## src/rtl/nibble_add_sequencer.sv

```systemverilog
// nibble_add_sequencer: WORDS x 4-bit two's-complement add/sub using one 4-bit slice, LSB nibble first.
// Ports: clk, reset_n (async active-low); in_valid/in_ready/op_sub/a/b operand handshake;
// out_valid/out_ready/result/carryout/overflow result handshake; busy high in RUN or DONE.
// Optional: define ADDSEQ_SATURATE_EN to saturate result on signed overflow.
module nibble_add_sequencer #(
   parameter int WORDS = 4
) (
   input  logic                 clk,
   input  logic                 reset_n,
   input  logic                 in_valid,
   output logic                 in_ready,
   input  logic                 op_sub,
   input  logic [4*WORDS-1:0]   a,
   input  logic [4*WORDS-1:0]   b,
   output logic                 out_valid,
   input  logic                 out_ready,
   output logic [4*WORDS-1:0]   result,
   output logic                 carryout,
   output logic                 overflow,
   output logic                 busy
);
   localparam int W  = 4 * WORDS;
   localparam int CW = $clog2(WORDS);
   typedef enum logic [1:0] {IDLE, RUN, DONE} state_t;
   state_t state, state_nx;
   logic [W-1:0]  ra, rb;
   logic          carry;
   logic [CW-1:0] cnt;
   logic [4:0]    nib;
   logic          last, c3;
   assign nib  = {1'b0, ra[4*cnt +: 4]} + {1'b0, rb[4*cnt +: 4]} + {4'b0, carry};
   assign last = cnt == CW'(WORDS - 1);
   // carry into the MSB recovered from the MSB sum bit (s = a ^ b ^ cin)
   assign c3   = nib[3] ^ ra[W-1] ^ rb[W-1];
`ifdef ADDSEQ_SATURATE_EN
   // overflow only happens when both effective operands share a sign; that sign picks the rail
   logic [W-1:0] sat;
   assign sat = ra[W-1] ? {1'b1, {(W-1){1'b0}}} : {1'b0, {(W-1){1'b1}}};
`endif
   always_comb begin
      state_nx  = (state == IDLE && in_valid) ? RUN :
                  (state == RUN && last) ? DONE :
                  (state == DONE && out_ready) ? IDLE : state;
      in_ready  = state == IDLE;
      out_valid = state == DONE;
      busy      = state != IDLE;
   end
   always_ff @(posedge clk or negedge reset_n)
      if (!reset_n) state <= IDLE;
      else state <= state_nx;
   always_ff @(posedge clk or negedge reset_n)
      if (!reset_n) begin
         ra       <= '0;
         rb       <= '0;
         carry    <= 1'b0;
         cnt      <= '0;
         result   <= '0;
         carryout <= 1'b0;
         overflow <= 1'b0;
      end else if (state == IDLE && in_valid) begin
         ra    <= a;
         rb    <= op_sub ? ~b : b;
         carry <= op_sub;
         cnt   <= '0;
      end else if (state == RUN) begin
         result[4*cnt +: 4] <= nib[3:0];
         carry              <= nib[4];
         cnt                <= cnt + 1'b1;
         if (last) begin
            carryout <= nib[4];
            overflow <= c3 ^ nib[4];
`ifdef ADDSEQ_SATURATE_EN
            if (c3 ^ nib[4]) result <= sat;
`endif
         end
      end
endmodule

```

## config.mk

```make
export PLATFORM = sky130hd
export DESIGN_NAME = nibble_add_sequencer
export DESIGN_NICKNAME = d
export VERILOG_FILES = /design/src/rtl/nibble_add_sequencer.sv
export SDC_FILE = /design/constraint.sdc
export NUM_CORES = 1
export LEC_CHECK = 0
export ABC_CLOCK_PERIOD_IN_PS = 3980
export CAP_MARGIN = 40
export CORE_MARGIN = 2
export CORE_UTILIZATION = 51
export DETAILED_ROUTE_END_ITERATION = 6
export PLACE_DENSITY = 0.84
export SYNTH_ARGS = -nofsm -noshare
export SYNTH_HDL_FRONTEND = slang
export SYNTH_SLANG_ARGS = --single-unit
```

## constraint.sdc

```tcl
create_clock -name clk -period 3.98 [get_ports clk]
set_input_delay 0.796 -clock clk [delete_from_list [all_inputs] [get_ports clk]]
set_output_delay 0.796 -clock clk [all_outputs]
set_load 0.1 [all_outputs]
```

==> qor_table.md, run 1 <==
| Item | Reported |
|---|---|
| Post-DP HPWL | 4.16 mm |
| Hold crit path type | reg2reg |
| Total power divided by cell area | 953 nW/µm² |
| Maximum clock path buffer count | 2 |
| Final hold violations | 0 |
| Chip Height | 77.9 µm |
| Number of sinks driven by the clock tree | 55 |
| Sequential element share of the synthesized area | 49.4% |
| Net count, final | 347 |
| Distinct cell type count of the synthesized netlist | 36 |
| Maximum net fanout on the critical path | 7 |
| Count of buffers from port buffering | 57 |
| Post-synthesis sequential element count | 55 |
| Avg Synthesized Cell Area | 12.4 µm² |
| Cell with the biggest individual delay on the critical path | dfrtp_1 |
| Number of placement rows | 26 |
| Antenna violations before repair | 0 |
| Footprint of the multi-input gates | 1270 µm² |
| Type of element capturing the critical path | flip-flop |
| Top flip-flop cell by instance count after synthesis | dfrtp_1 |
| Worst Max-Slew Pin Slew | 0.871 ns |
| Cells along the critical path | mux4_2 -> fa_1 -> fa_1 -> a21o_1 -> a211oi_1 -> a211oi_1 -> o31ai_1 |
| Fin Clk Skew | 0.00819 ns |
| Worst Reg-to-Reg Cells | 7 |
| Mean routed wirelength per cell | 14.8 µm |
| Psw | 1.63 mW |
| Share of total power in combinational logic | 64.1% |
| Pin count of the biggest net entering global routing | 56 |
| Total Negative Setup Slacks | 0 ns |
| Starting DRC count in detailed routing | 51 |
| Yosys synthesis warning count | 0 |
| Width of the die | 77.9 µm |
| Achievable clock frequency | 329 MHz |
| Top area cells in the synthesized netlist | dfrtp_1 (49%), mux2_4 (7.5%), mux4_2 (6.5%) |
| Count of inserted antenna diode cells | 0 |
| Endpoint of the lowest-slack register-to-register path | overflow |
| Post-synthesis cell type with the largest combined area | dfrtp_1 |
| Area taken by flip-flops and latches | 1380 µm² |
| Worst Setup Path Type | reg2reg |
| Worst supply voltage drop on vdd | 0.000527 V |
| Leakage power figure | 1.58 nW |
| Quantity of hold-fixing buffers added after cts | 0 |
| Global-route wire length before repair | 9.43 mm |
| Total buffers and inverters traversed by the critical path | 0 |
| Number of global-route vias before repair | 2015 |
| Clock tree root buffer cell | clkbuf_8 |
| Internal power summed over all cells | 1.91 mW |
| Filler instances | 376 |
| Ports | 58 |
| Flop2flop setup slack | 0.94 ns |
| Minimum period implied by the final worst setup slack | 3.04 ns |
| Ratio of cells with drive above 1 in the final layout | 18.7% |
| Hold worst-path end | result[6] |
| Worst slew margin | 41.7% |
| Number of failing setup endpoints in the final timing report | 0 |
| Data required time of the worst path | 4.18 ns |
| Number of enable flip-flop cells after synthesis | 0 |
| Stage delay of the slowest cell on the critical path | 0.58 ns |
| Setup fix buffers added after clock tree synthesis | 0 |
| Gr usage total | 19.6% |
| Max capacitance violation total | 0 |
| Area added between synthesis and finish | 33.4% |
| Number of nets with antenna violations after detailed routing | 0 |
| Utilization of the core after routing | 71.5% |
| Number of gates resized after cts | 0 |
| Initial core utilization | 53.6% |
| Clock-pin slew on the worst setup and hold paths | 0.09 ns |
| Startpoint of the lowest-slack hold path | result[6] |
| Share of power burned in the clock network | 7.7% |
| Sum of overflow across all layers after global routing | 0 |
| Die area | 6070 µm² |
| Total number of vias | 1917 |
| Area of the core region | 5200 µm² |
| Result of the run | finished, final reports clean |
| R2r startpoint | cnt[0] |
| Setup repair after global routing missed its margin | no |
| TritonCTS clock tree | yes |
| Top-area cell type share of the netlist area | 49.4% |
| Final count of pins violating max slew | 0 |
| Proportion of total power due to net switching | 46.1% |
| Routed vias/inst | 5.20 |
| Drt first pass iters | 4 |
| Proportion of synthesized flip-flops having asynchronous set or reset | 100% |
| Final WL | 5.46 mm |
| Count of unresolved DRC violations after routing | 0 |
| Crit path arrival time | 3.24 ns |
| Routability cong. | 0.780 |
| Top cell family by delay on the critical path | compound AO/OA/AOI/OAI gates |
| Final worst-path cycle share | 76.4% |
| Clock buffer count from CTS | 5 |
| Hold depth | 2 |
| Clock latency of the later-clocked register in the worst-skew pair | 0.30 ns |
| Sequential group share of total power | 28.2% |
| Mapped cell area | 2790 µm² |
| Startpoint Class | flip-flop |
| Post-Syn Nets | 272 |
| Number of standard cells after synthesis | 225 |
| H-Tree Level Count | 2 |
## cells in the mapped netlist (4+ instances only)
library cell	n
mux2_4	14
nor2_1	22
inv_1	4
o31ai_1	5
a21oi_1	18
mux4_2	8
nand2_1	17
o21ai_0	7
xnor2_1	18
a22o_1	11
ha_1	8
dfrtp_1	55
## metrics by stage
stage | hold slack [ns] | instances | area (µm²) | total power [mW] | setup slack, ns
global placement | 0.466 | 342 | 3330 | 2.97 | 1.07
detailed placement | 0.485 | 363 | 3650 | 3.28 | 0.991
global route | 0.538 | 369 | 3720 | 3.78 | 0.722
finish | 0.491 | 369 | 3720 | 3.54 | 0.940
CTS | 0.499 | 369 | 3720 | 3.57 | 0.905
floorplan | 0.476 | 225 | 2790 | 2.59 | 1.01
## sequential cells by signal (all words and copies together), names as in the netlist
register,count
cnt,2
rb,16
carry,1
result,16
overflow,1
state,2
ra,16
carryout,1
## routing by layer
layer  vias to the layer above  global-route usage (%)  part of all wire (%)  wire [µm]
met2                        52                    33.4                    50       2710
met5                         -                       0                     0          0
met4                         0                    5.96                   1.8        100
met1                       908                    25.6                    44       2430
li1                        944                       -                     -          -
met3                        13                    3.84                   4.0        219
## tightest hold or removal path: stages, from the launching register on
cell and delay (ns):
dfrtp_1 0.36, nand2_1 0.05, o31ai_1 0.05
## kinds of logic (layout without fill, tap and decap cells)
kind of cell | Yosys count | in the layout | share of synthesized area [%]
AO/OA/AOI/OAI | 50 | 50 | 11.9
flip-flops | 55 | 55 | 49.4
XOR/XNOR | 18 | 18 | 5.66
adder cells (fa/ha/maj) | 10 | 10 | 5.03
buffers and inverters | 17 | 91 | 5.12
AND/OR/NAND/NOR | 51 | 51 | 8.08
multiplexers | 24 | 24 | 14.8
## layout make-up
type | count | share of cell area (%)
clock buffers | 6 | 1.95
inverters | 5 | 0.505
multi-input cells | 153 | 34.1
flip-flops and latches | 55 | 37.0
well taps | 70 | 2.35
repair buffers | 80 | 24.1
## worst max path at each step
| stage | startpoint | to | cells after the start |
|---|---|---|---|
| 3_5_place_dp | cnt[0] | overflow | 7 |
| 5_1_grt | cnt[0] | overflow | 7 |
| 4_1_cts | cnt[0] | overflow | 7 |
| 2_1_floorplan | cnt[0] | overflow | 8 |
| 3_3_place_gp | cnt[0] | overflow | 7 |
| 6_report | cnt[0] | overflow | 7 |
## cell usage in the layout (no fill, tap or decap), types with 2 or more instances in the layout
| cell | count |
|---|---|
| clkdlybuf4s50_1 | 56 |
| dfrtp_1 | 55 |
| nor2_1 | 22 |
| buf_8 | 21 |
| xnor2_1 | 18 |
| a21oi_1 | 18 |
| nand2_1 | 17 |
| mux2_4 | 14 |
| a22o_1 | 11 |
| mux4_2 | 8 |
| ha_1 | 8 |
| o21ai_0 | 7 |
| o31ai_1 | 5 |
| clkbuf_8 | 5 |
| inv_1 | 4 |
| a21o_1 | 3 |
| nor2b_1 | 2 |
| nand3_1 | 2 |
| mux2_2 | 2 |
| a211oi_1 | 2 |
| fa_1 | 2 |
| buf_4 | 2 |
## power groups by stage
stage          Combinational [mW]  Sequential (mW)  Clock (mW)
6_report                     2.27             1.00       0.273
5_1_grt                      2.44             1.04       0.302
4_1_cts                      2.29             1.00       0.282
3_5_place_dp                 2.27             1.01           0
3_3_place_gp                 1.97            0.999           0
2_1_floorplan                1.24             1.35           0
(Power assumes the default switching activity.)
==> run 2, diff against run 1 <==
==> config.mk (replaced) <==
export PLATFORM = sky130hd
export DESIGN_NAME = nibble_add_sequencer
export DESIGN_NICKNAME = d
export VERILOG_FILES = /design/src/rtl/nibble_add_sequencer.sv
export SDC_FILE = /design/constraint.sdc
export NUM_CORES = 1
export LEC_CHECK = 0
export ABC_CLOCK_PERIOD_IN_PS = 2700
export CAP_MARGIN = 40
export CORE_MARGIN = 2
export CORE_UTILIZATION = 46
export DETAILED_ROUTE_END_ITERATION = 6
export PLACE_DENSITY = 0.8
export SYNTH_ARGS = -nofsm -noshare
export SYNTH_HDL_FRONTEND = slang
export SYNTH_SLANG_ARGS = --single-unit
==> constraint.sdc (replaced) <==
create_clock -name clk -period 2.7 [get_ports clk]
set_input_delay 0.54 -clock clk [delete_from_list [all_inputs] [get_ports clk]]
set_output_delay 0.54 -clock clk [all_outputs]
set_load 0.1 [all_outputs]
==> run 2 against run 1 <==
Effect of this change:
- setup slack got worse by 0.81 ns
- register-to-register slack got worse by 0.81 ns
- flip-flop and latch count unchanged
- final area decreased by 8.0%
- non-clock buffer count decreased by 17
- via count decreased by 1.7%
- core utilization decreased by 13 points
- critical path depth unchanged
- first-iteration DRC count increased by 82%
- wire length decreased by 2.0%
- largest cell class unchanged
==> qor_table.md, run 2 (same netlist as run 1, synthesis figures left out) <==
| Item | Reported | vs previous |
|---|---|---|
| Area taken by flip-flops and latches | 1380 µm² | about the same |
| Data required time of the worst path | 2.91 ns | was 4.18 ns |
| Most common library cell in the layout ignoring fill and taps | dfrtp_1 | was clkdlybuf4s50_1 |
| Clock buffer count from CTS | 5 | unchanged |
| Ratio of cells with drive above 1 in the final layout | 23.9% | was 18.7% |
| Count of unresolved DRC violations after routing | 0 | unchanged |
| Setup fix buffers added after clock tree synthesis | 0 | unchanged |
| Final WL | 5.35 mm | was 5.46 mm |
| Initial core utilization | 47.4% | was 53.6% |
| Maximum net fanout on the critical path | 5 | was 7 |
| Hold crit path type | in2async | was reg2reg |
| Number of placement rows | 28 | was 26 |
| Mean routed wirelength per cell | 14.9 µm | was 14.8 µm |
| Stage delay of the slowest cell on the critical path | 0.56 ns | was 0.58 ns |
| Footprint of the multi-input gates | 1280 µm² | was 1270 µm² |
| Post-DP HPWL | 4.07 mm | was 4.16 mm |
| Crit path arrival time | 2.78 ns | was 3.24 ns |
| Routability cong. | 0.755 | was 0.780 |
| Setup repair after global routing missed its margin | no | unchanged |
| Result of the run | finished, final reports clean | unchanged |
| Achievable clock frequency | 390 MHz | was 329 MHz |
| Number of failing setup endpoints in the final timing report | 0 | unchanged |
| Sum of overflow across all layers after global routing | 0 | unchanged |
| Drt first pass iters | 4 | unchanged |
| Type of element capturing the critical path | flip-flop | unchanged |
| Net count, final | 330 | was 347 |
| Top cell family by delay on the critical path | simple AND/OR/NAND/NOR gates | was compound AO/OA/AOI/OAI gates |
| Width of the die | 81.8 µm | was 77.9 µm |
| Antenna violations before repair | 0 | unchanged |
| Number of nets with antenna violations after detailed routing | 0 | unchanged |
| Worst Setup Path Type | reg2reg | unchanged |
| Gr usage total | 17.6% | was 19.6% |
| Final hold violations | 0 | unchanged |
| Final count of pins violating max slew | 0 | unchanged |
| Fin Clk Skew | 0.0111 ns | was 0.00819 ns |
| Largest registers in the final layout | ra (16), rb (16), result (16) | unchanged |
| TritonCTS clock tree | yes | unchanged |
| Die area | 6700 µm² | was 6070 µm² |
| Minimum period implied by the final worst setup slack | 2.57 ns | was 3.04 ns |
| Area added between synthesis and finish | 22.7% | was 33.4% |
| Leading cell types in the layout, fill and taps excluded | dfrtp_1 (54), clkdlybuf4s50_1 (35), buf_4 (27) | was clkdlybuf4s50_1 (56), dfrtp_1 (55), nor2_1 (22) |
| Clock tree root buffer cell | clkbuf_8 | unchanged |
| Total buffers and inverters traversed by the critical path | 1 | was 0 |
| Clock latency of the later-clocked register in the worst-skew pair | 0.32 ns | was 0.30 ns |
| Max capacitance violation total | 0 | unchanged |
| Starting DRC count in detailed routing | 93 | was 51 |
| Area of the core region | 5890 µm² | was 5200 µm² |
| H-Tree Level Count | 2 | unchanged |
| Worst slew margin | 55.3% | was 41.7% |
| Count of inserted antenna diode cells | 0 | unchanged |
| Routed vias/inst | 5.25 | was 5.20 |
| Count of buffers from port buffering | 57 | unchanged |
| Quantity of hold-fixing buffers added after cts | 0 | unchanged |
| Final worst-path cycle share | 95.0% | was 76.4% |
| Worst Max-Slew Pin Slew | 0.671 ns | was 0.871 ns |
| Startpoint Class | flip-flop | unchanged |
| Number of sinks driven by the clock tree | 55 | unchanged |
| Clock-pin slew on the worst setup and hold paths | 0.10 ns | was 0.09 ns |
| Total Negative Setup Slacks | 0 ns | unchanged |
| Maximum clock path buffer count | 2 | unchanged |
| Pin count of the biggest net entering global routing | 56 | unchanged |
| Cells along the critical path | buf_4 -> mux4_2 -> ha_1 -> and3_1 -> or3_1 -> and2_1 -> a22o_1 | was mux4_2 -> fa_1 -> fa_1 -> a21o_1 -> a211oi_1 -> a211oi_1 -> o31ai_1 |
| Chip Height | 81.8 µm | was 77.9 µm |
| Total number of vias | 1884 | was 1917 |
| Cell with the biggest individual delay on the critical path | mux4_2 | was dfrtp_1 |
| Global-route wire length before repair | 8.84 mm | was 9.43 mm |
| Filler instances | 478 | was 376 |
| Ports | 58 | unchanged |
| Number of global-route vias before repair | 1865 | was 2015 |
[run 2: per-stage QoR]
step / area, µm² / setup WS [ns] / cells / util [%] / hold WS, ns
6_report: 3420 / 0.135 / 359 / 58.1 / 0.347
5_1_grt: 3420 / 0.0165 / 359 / 58.1 / 0.398
4_1_cts: 3420 / 0.112 / 359 / 58.1 / 0.363
3_5_place_dp: 3330 / 0.125 / 351 / 56.5 / 0.472
3_3_place_gp: 3330 / 0.184 / 351 / 56.5 / 0.465
2_1_floorplan: 2810 / 0.0510 / 225 / - / 0.244
[run 2: path summary, 6_finish.rpt]
kind | endpoint | slack (ns) | startpoint | cells past startpoint
min reg2reg | result[12] | 0.49 | result[12] | 2
max reg2reg | result[3] | 0.13 | cnt[0] | 7
max in group asynchronous | cnt[0] | 1.87 | reset_n | 2
min in group clk | result[12] | 0.49 | result[12] | 2
min | ra[7] | 0.35 | reset_n | 2
max | result[3] | 0.13 | cnt[0] | 7
[run 2: timing repair]
item                                    in CTS  in global routing
hold endpoints to repair                     0                  0
gates resized for setup                      0                  1
endpoints found under the setup margin       0                  3
[run 2: layer usage]
layer,vias up,routed length (µm),track usage [%]
met5,-,0,0
met2,50,2580,28.0
met4,0,123,7.50
met3,11,262,3.96
met1,916,2390,23.2
li1,907,-,-
[run 2: area by class of cell]
class                      instances  share of cell area (%)
sequential                        55                    40.3
multi-input combinational        153                    37.5
timing repair buffer              63                    16.3
tap                               75                    2.74
clock buffer                       5                    2.01
clock inverter                     3                   0.658
inverter                           5                   0.549
[run 2: worst reg2reg max path: stages (launching register included)]
cell and delay (ns):
dfrtp_2 0.41, buf_4 0.18, mux4_2 0.56, ha_1 0.31, and3_1 0.19, or3_1 0.39
and2_1 0.22, a22o_1 0.21
Power of run 2 is not shown: default switching activity piles up to over one toggle a cycle in this logic, so the estimate is an artifact.
==> edit 1 (config.mk and constraints of run 1) <==
Build with the macro `ADDSEQ_SATURATE_EN` defined.
--- a/src/rtl/nibble_add_sequencer.sv
+++ b/src/rtl/nibble_add_sequencer.sv
@@ -2,6 +2,8 @@
 // Ports: clk, reset_n (async active-low); in_valid/in_ready/op_sub/a/b operand handshake;
 // out_valid/out_ready/result/carryout/overflow result handshake; busy high in RUN or DONE.
 // Optional: define ADDSEQ_SATURATE_EN to saturate result on signed overflow.
+`define ADDSEQ_SATURATE_EN
+
 module nibble_add_sequencer #(
    parameter int WORDS = 4
 ) (
Check against the original RTL: not equivalent (Yosys sat finds a counterexample within 10 cycles, from zero or initial values and one cycle with reset_n low).
==> edit 1 against run 1 <==
  * Worst setup slack got worse by 0.39 ns
  * Global-route usage grew 3.6 points
  * Sequential cell count unchanged
  * Hold slack worse by 0.030 ns
  * Utilization fell by 0.79 points
  * Final area up 14%
  * Routed wire length rose by 39%
  * Synthesized area grew 14%
Power is left out: the tool's default activity adds up to more than one toggle a clock period on the data nets, which glitch-free logic cannot reach.
==> edit 1: results (changes against run 1) <==
[clock_network]
root_buffer=clkbuf_8
clkTransAtPathRegs_ns=0.11  ; +0.02 ns
clock_path_buffers=2  ; unchanged
clkLatencyLatePin_ns=0.32  ; +0.02 ns

[critical_path]
cp_max_fo=14  ; +7
ff2ff_path_depth=9  ; +2
arrival_ns=3.63  ; +0.39 ns
rrSetupSlack_ns=0.55  ; -0.39 ns

[global_route]
grt_usage_pct=23.25  ; +3.6 points
use_met3_pct=5.070  ; +1.2 points
grt_max_degree=51  ; -8.9%
antenna_found_initial=0  ; unchanged
grt_util_met1_pct=29.74  ; +4.1 points
grt_pass1_wl_um=12990  ; +38%
met2_usage_pct=39.74  ; +6.4 points

[drt]
vias=2691  ; +40%
first_pass_iters=6  ; +2
drt_wl_total_um=7600  ; +39%
dr_wl_met3_um=487  ; +120%
wl_met1_um=3111  ; +28%
dr_wl_met2_um=3832  ; +41%
drt-initial-drc-count=259  ; +410%

[final_layout]
drive_gt1_share_pct=17.74  ; -0.99 points
reg.largest.list=ra x16, rb x16, result x16
final_nets=436  ; +26%
diodes=0  ; unchanged
fill_cells=436  ; +16%

[synthesis]
synthAdderAreaFrac_pct=4.799  ; -0.23 points
synth_area_leaders=dfrtp_1 43%, mux2_2 6.0%, a21oi_1 5.8%, mux4_2 5.7%, xnor2_1 4.1%
synth-compound-area-share_pct=17.31  ; +5.4 points
synthesis.nets=366  ; +35%
yosys-top-cells-count=55 x dfrtp_1, 37 x a21oi_1, 30 x nor2_1
synth_cell_types=48  ; +33%
ys_seq_area_share_pct=43.27  ; -6.1 points
synth_xor_area_share_pct=4.681  ; -0.97 points
yosys_warnings=0  ; unchanged
synthMuxAreaShare_pct=11.68  ; -3.1 points
synth-main-ff-cell=dfrtp_1

[sta]
whs_ns=0.4608  ; -0.03028 ns
max_slew_margin_pct=40.15  ; -1.6 points
skew_ns=0.009294  ; +0.001104 ns

[placement]
gp_congestion=0.9405  ; +21%
dp_hpwl_um=5726  ; +38%

[worst_hold_path]
hold_class=input port to async pin

[status]
outcome=completed

edit 1: through the flow:
step	instance area [µm²]	worst slack [ns]	util, %	cells
4_1_cts	4234	0.5233	70.68	464
6_report	4234	0.5464	70.68	464
3_3_place_gp	3784	0.7060	63.16	434
2_1_floorplan	3181	0.5168	-	318
3_5_place_dp	4119	0.5598	68.76	456
5_1_grt	4234	0.3429	70.68	464
edit 1: cell families (layout without fill, tap and decap cells):
kind of cell,after synthesis,count (layout)
simple gates,90,90
compound gates,90,90
fa+ha+maj,11,11
buf+inv,30,101
xor+xnor,17,17
flops,55,55
mux,25,25
edit 1: worst paths after layout:
kind / startpoint / endpoint
setup / recovery: cnt[0]$_DFFE_PN0P_ / result[13]$_DFFE_PN0P_
hold / removal: reset_n / result[12]$_DFFE_PN0P_
setup reg to reg: cnt[0]$_DFFE_PN0P_ / result[13]$_DFFE_PN0P_
hold reg to reg: ra[5]$_DFFE_PN0P_ / ra[5]$_DFFE_PN0P_
max in group asynchronous: reset_n / cnt[0]$_DFFE_PN0P_
min in group clk: ra[5]$_DFFE_PN0P_ / ra[5]$_DFFE_PN0P_
edit 1: layout make-up:
| type | instances | area [µm²] | share of cell area, % |
|---|---|---|---|
| Clock buffer | 5 | 68.82 | 1.625 |
| Clock inverter | 3 | 46.29 | 1.093 |
| Inverter | 9 | 33.78 | 0.7979 |
| Multi-Input combinational cell | 233 | 1677 | 39.60 |
| Sequential cell | 55 | 1376 | 32.51 |
| Tap cell | 75 | 93.84 | 2.216 |
| Timing Repair Buffer | 84 | 938.4 | 22.16 |
edit 1: critical path, cell delays in order, from the launching register on:
cell and delay [ns]:
dfrtp_1 0.57, mux4_2 0.57, fa_1 0.44, fa_1 0.42
nand3_1 0.14, a21oi_1 0.19, o211a_1 0.41, o21ai_2 0.22
buf_4 0.22, o211ai_1 0.11
==> edit 2 (config.mk and constraints of run 1) <==
Without the edit above. Re-encode `state_t` (3 states) as one-hot, 3 bits wide.
--- a/src/rtl/nibble_add_sequencer.sv
+++ b/src/rtl/nibble_add_sequencer.sv
@@ -21,7 +21,7 @@
 );
    localparam int W  = 4 * WORDS;
    localparam int CW = $clog2(WORDS);
-   typedef enum logic [1:0] {IDLE, RUN, DONE} state_t;
+   typedef enum logic [2:0] {IDLE = 3'b001, RUN = 3'b010, DONE = 3'b100} state_t;
    state_t state, state_nx;
    logic [W-1:0]  ra, rb;
    logic          carry;
Check against the original RTL: same outputs for any inputs over 10 cycles, from zero or initial values and one cycle with reset_n low; not proved beyond that.
==> edit 2 against run 1 <==
  * Critical path depth did not move
  * Largest power group unchanged
  * Worst setup slack better by 0.19 ns
  * Power shrank 0.20%
  * Synthesized area shrank 2.2%
  * Sequential cell count is 1 higher
  * Critical endpoint unchanged
  * Routed wire length decreased by 0.20%
  * Die area fell by 2.1%
  * Maximum frequency is 6.5% higher
  * Final area increased by 1.8%
==> edit 2: results (changes against run 1) <==
[clock_network]
root_buffer=clkbuf_8
cts_buffers=5  ; unchanged
cts.htree.levels=2  ; unchanged
cts_hold_buf=0  ; unchanged
cts_setup_buffers=0  ; unchanged

[sta]
whs_ns=0.4563  ; -0.03475 ns
worst_slew_pin_slew_ns=0.6523  ; -0.2190 ns
skew_ns=0.009035  ; +0.0008455 ns

[synthesis]
synth_cell_types=28  ; -22%
ys_seq_area_share_pct=51.47  ; +2.1 points
synthesis.nets=280  ; +2.9%
synth_area_leaders=dfrtp_1 51%, mux2_2 7.0%, mux4_2 6.6%, xnor2_1 6.1%, o31ai_1 4.4%
yosys-top-cells-count=55 x dfrtp_1, 26 x nand2_1, 23 x nor2_1

[global_route]
grt_pass1_wl_um=9646  ; +2.3%
grt_max_degree=52  ; -7.1%
grt_usage_pct=20.55  ; +0.90 points
grt_pass1_vias=2057  ; +2.1%

[status]
outcome=completed

[drt]
drt-wirelength-per-cell_um=14.26  ; -3.6%
vias=1985  ; +3.5%
first_pass_iters=4  ; unchanged
drt-initial-drc-count=116  ; +130%

[final_layout]
fill_cells=361  ; -4.0%
final_nets=358  ; +3.2%
reg.largest.list=ra x16, rb x16, result x16
drive_gt1_share_pct=19.87  ; +1.1 points

[power_and_ir_drop]
power.leakage_uw=0.001606  ; +1.6%
vdd_drop_max_mv=0.4701  ; -11%

[placement]
dp_hpwl_um=4276  ; +2.8%
gp_congestion=0.7750  ; -0.59%

[critical_path]
arrival_ns=3.03  ; -0.21 ns
rrSetupSlack_ns=1.13  ; +0.19 ns
cp_max_fo=13  ; +6

[worst_hold_path]
hold_class=input port to async pin

[edit 2: cell count changes after synthesis, sizes merged, moves of 3 or more]
cell / run 1 / this run
nand2: 17 / 27
a21oi: 18 / 21
xor2: 0 / 3
a22o: 11 / 0
inv: 5 / 9
o21ai: 7 / 2
o31ai: 5 / 16
[edit 2: per-layer routing]
layer  vias to the layer above  track usage [%]  share of wire [%]
li1                        956                -                  -
met1                       973            26.29                 42
met2                        47            35.53                 53
met3                         9            3.412                3.1
met4                         0            7.143                2.0
met5                         -                0                  0
[edit 2: through the flow]
step	setup slack [ns]	instance area, µm²	cells
6_report	1.126	3789	382
5_1_grt	0.9212	3789	382
4_1_cts	1.092	3789	382
3_5_place_dp	1.117	3699	374
3_3_place_gp	1.208	3321	350
2_1_floorplan	0.4844	2725	233
[edit 2: critical path, stage by stage, from the launching register on]
cell and delay (ns):
dfrtp_1 0.77, mux4_2 0.61, fa_1 0.42, a21o_1 0.17, a21oi_1 0.25, xor2_2 0.28
xnor2_1 0.15, o21ai_0 0.08
[edit 2: cells by family after synthesis]
kind of cell	Yosys count	synth area share [%]
AO/OA/AOI/OAI	41	9.183
XOR/XNOR	22	7.346
multiplexers	26	14.00
AND/OR/NAND/NOR	58	9.183
adder cells (fa/ha/maj)	10	5.143
buffers and inverters	20	3.673
flip-flops	56	51.47
[edit 2: power by group]
group / switching, µW / leakage, µW / internal, µW
Combinational: 1290 / 0.000866 / 912
Sequential: 204 / 0.000695 / 823
Clock: 168 / 0.0000455 / 142
Total: 1660 / 0.00161 / 1880
[edit 2: cell type report]
class | count | share of cell area, %
Sequential cell | 56 | 37.02
Multi-Input combinational cell | 157 | 32.30
Timing Repair Buffer | 82 | 25.10
Clock buffer | 8 | 2.378
Tap cell | 70 | 2.312
Inverter | 9 | 0.8917
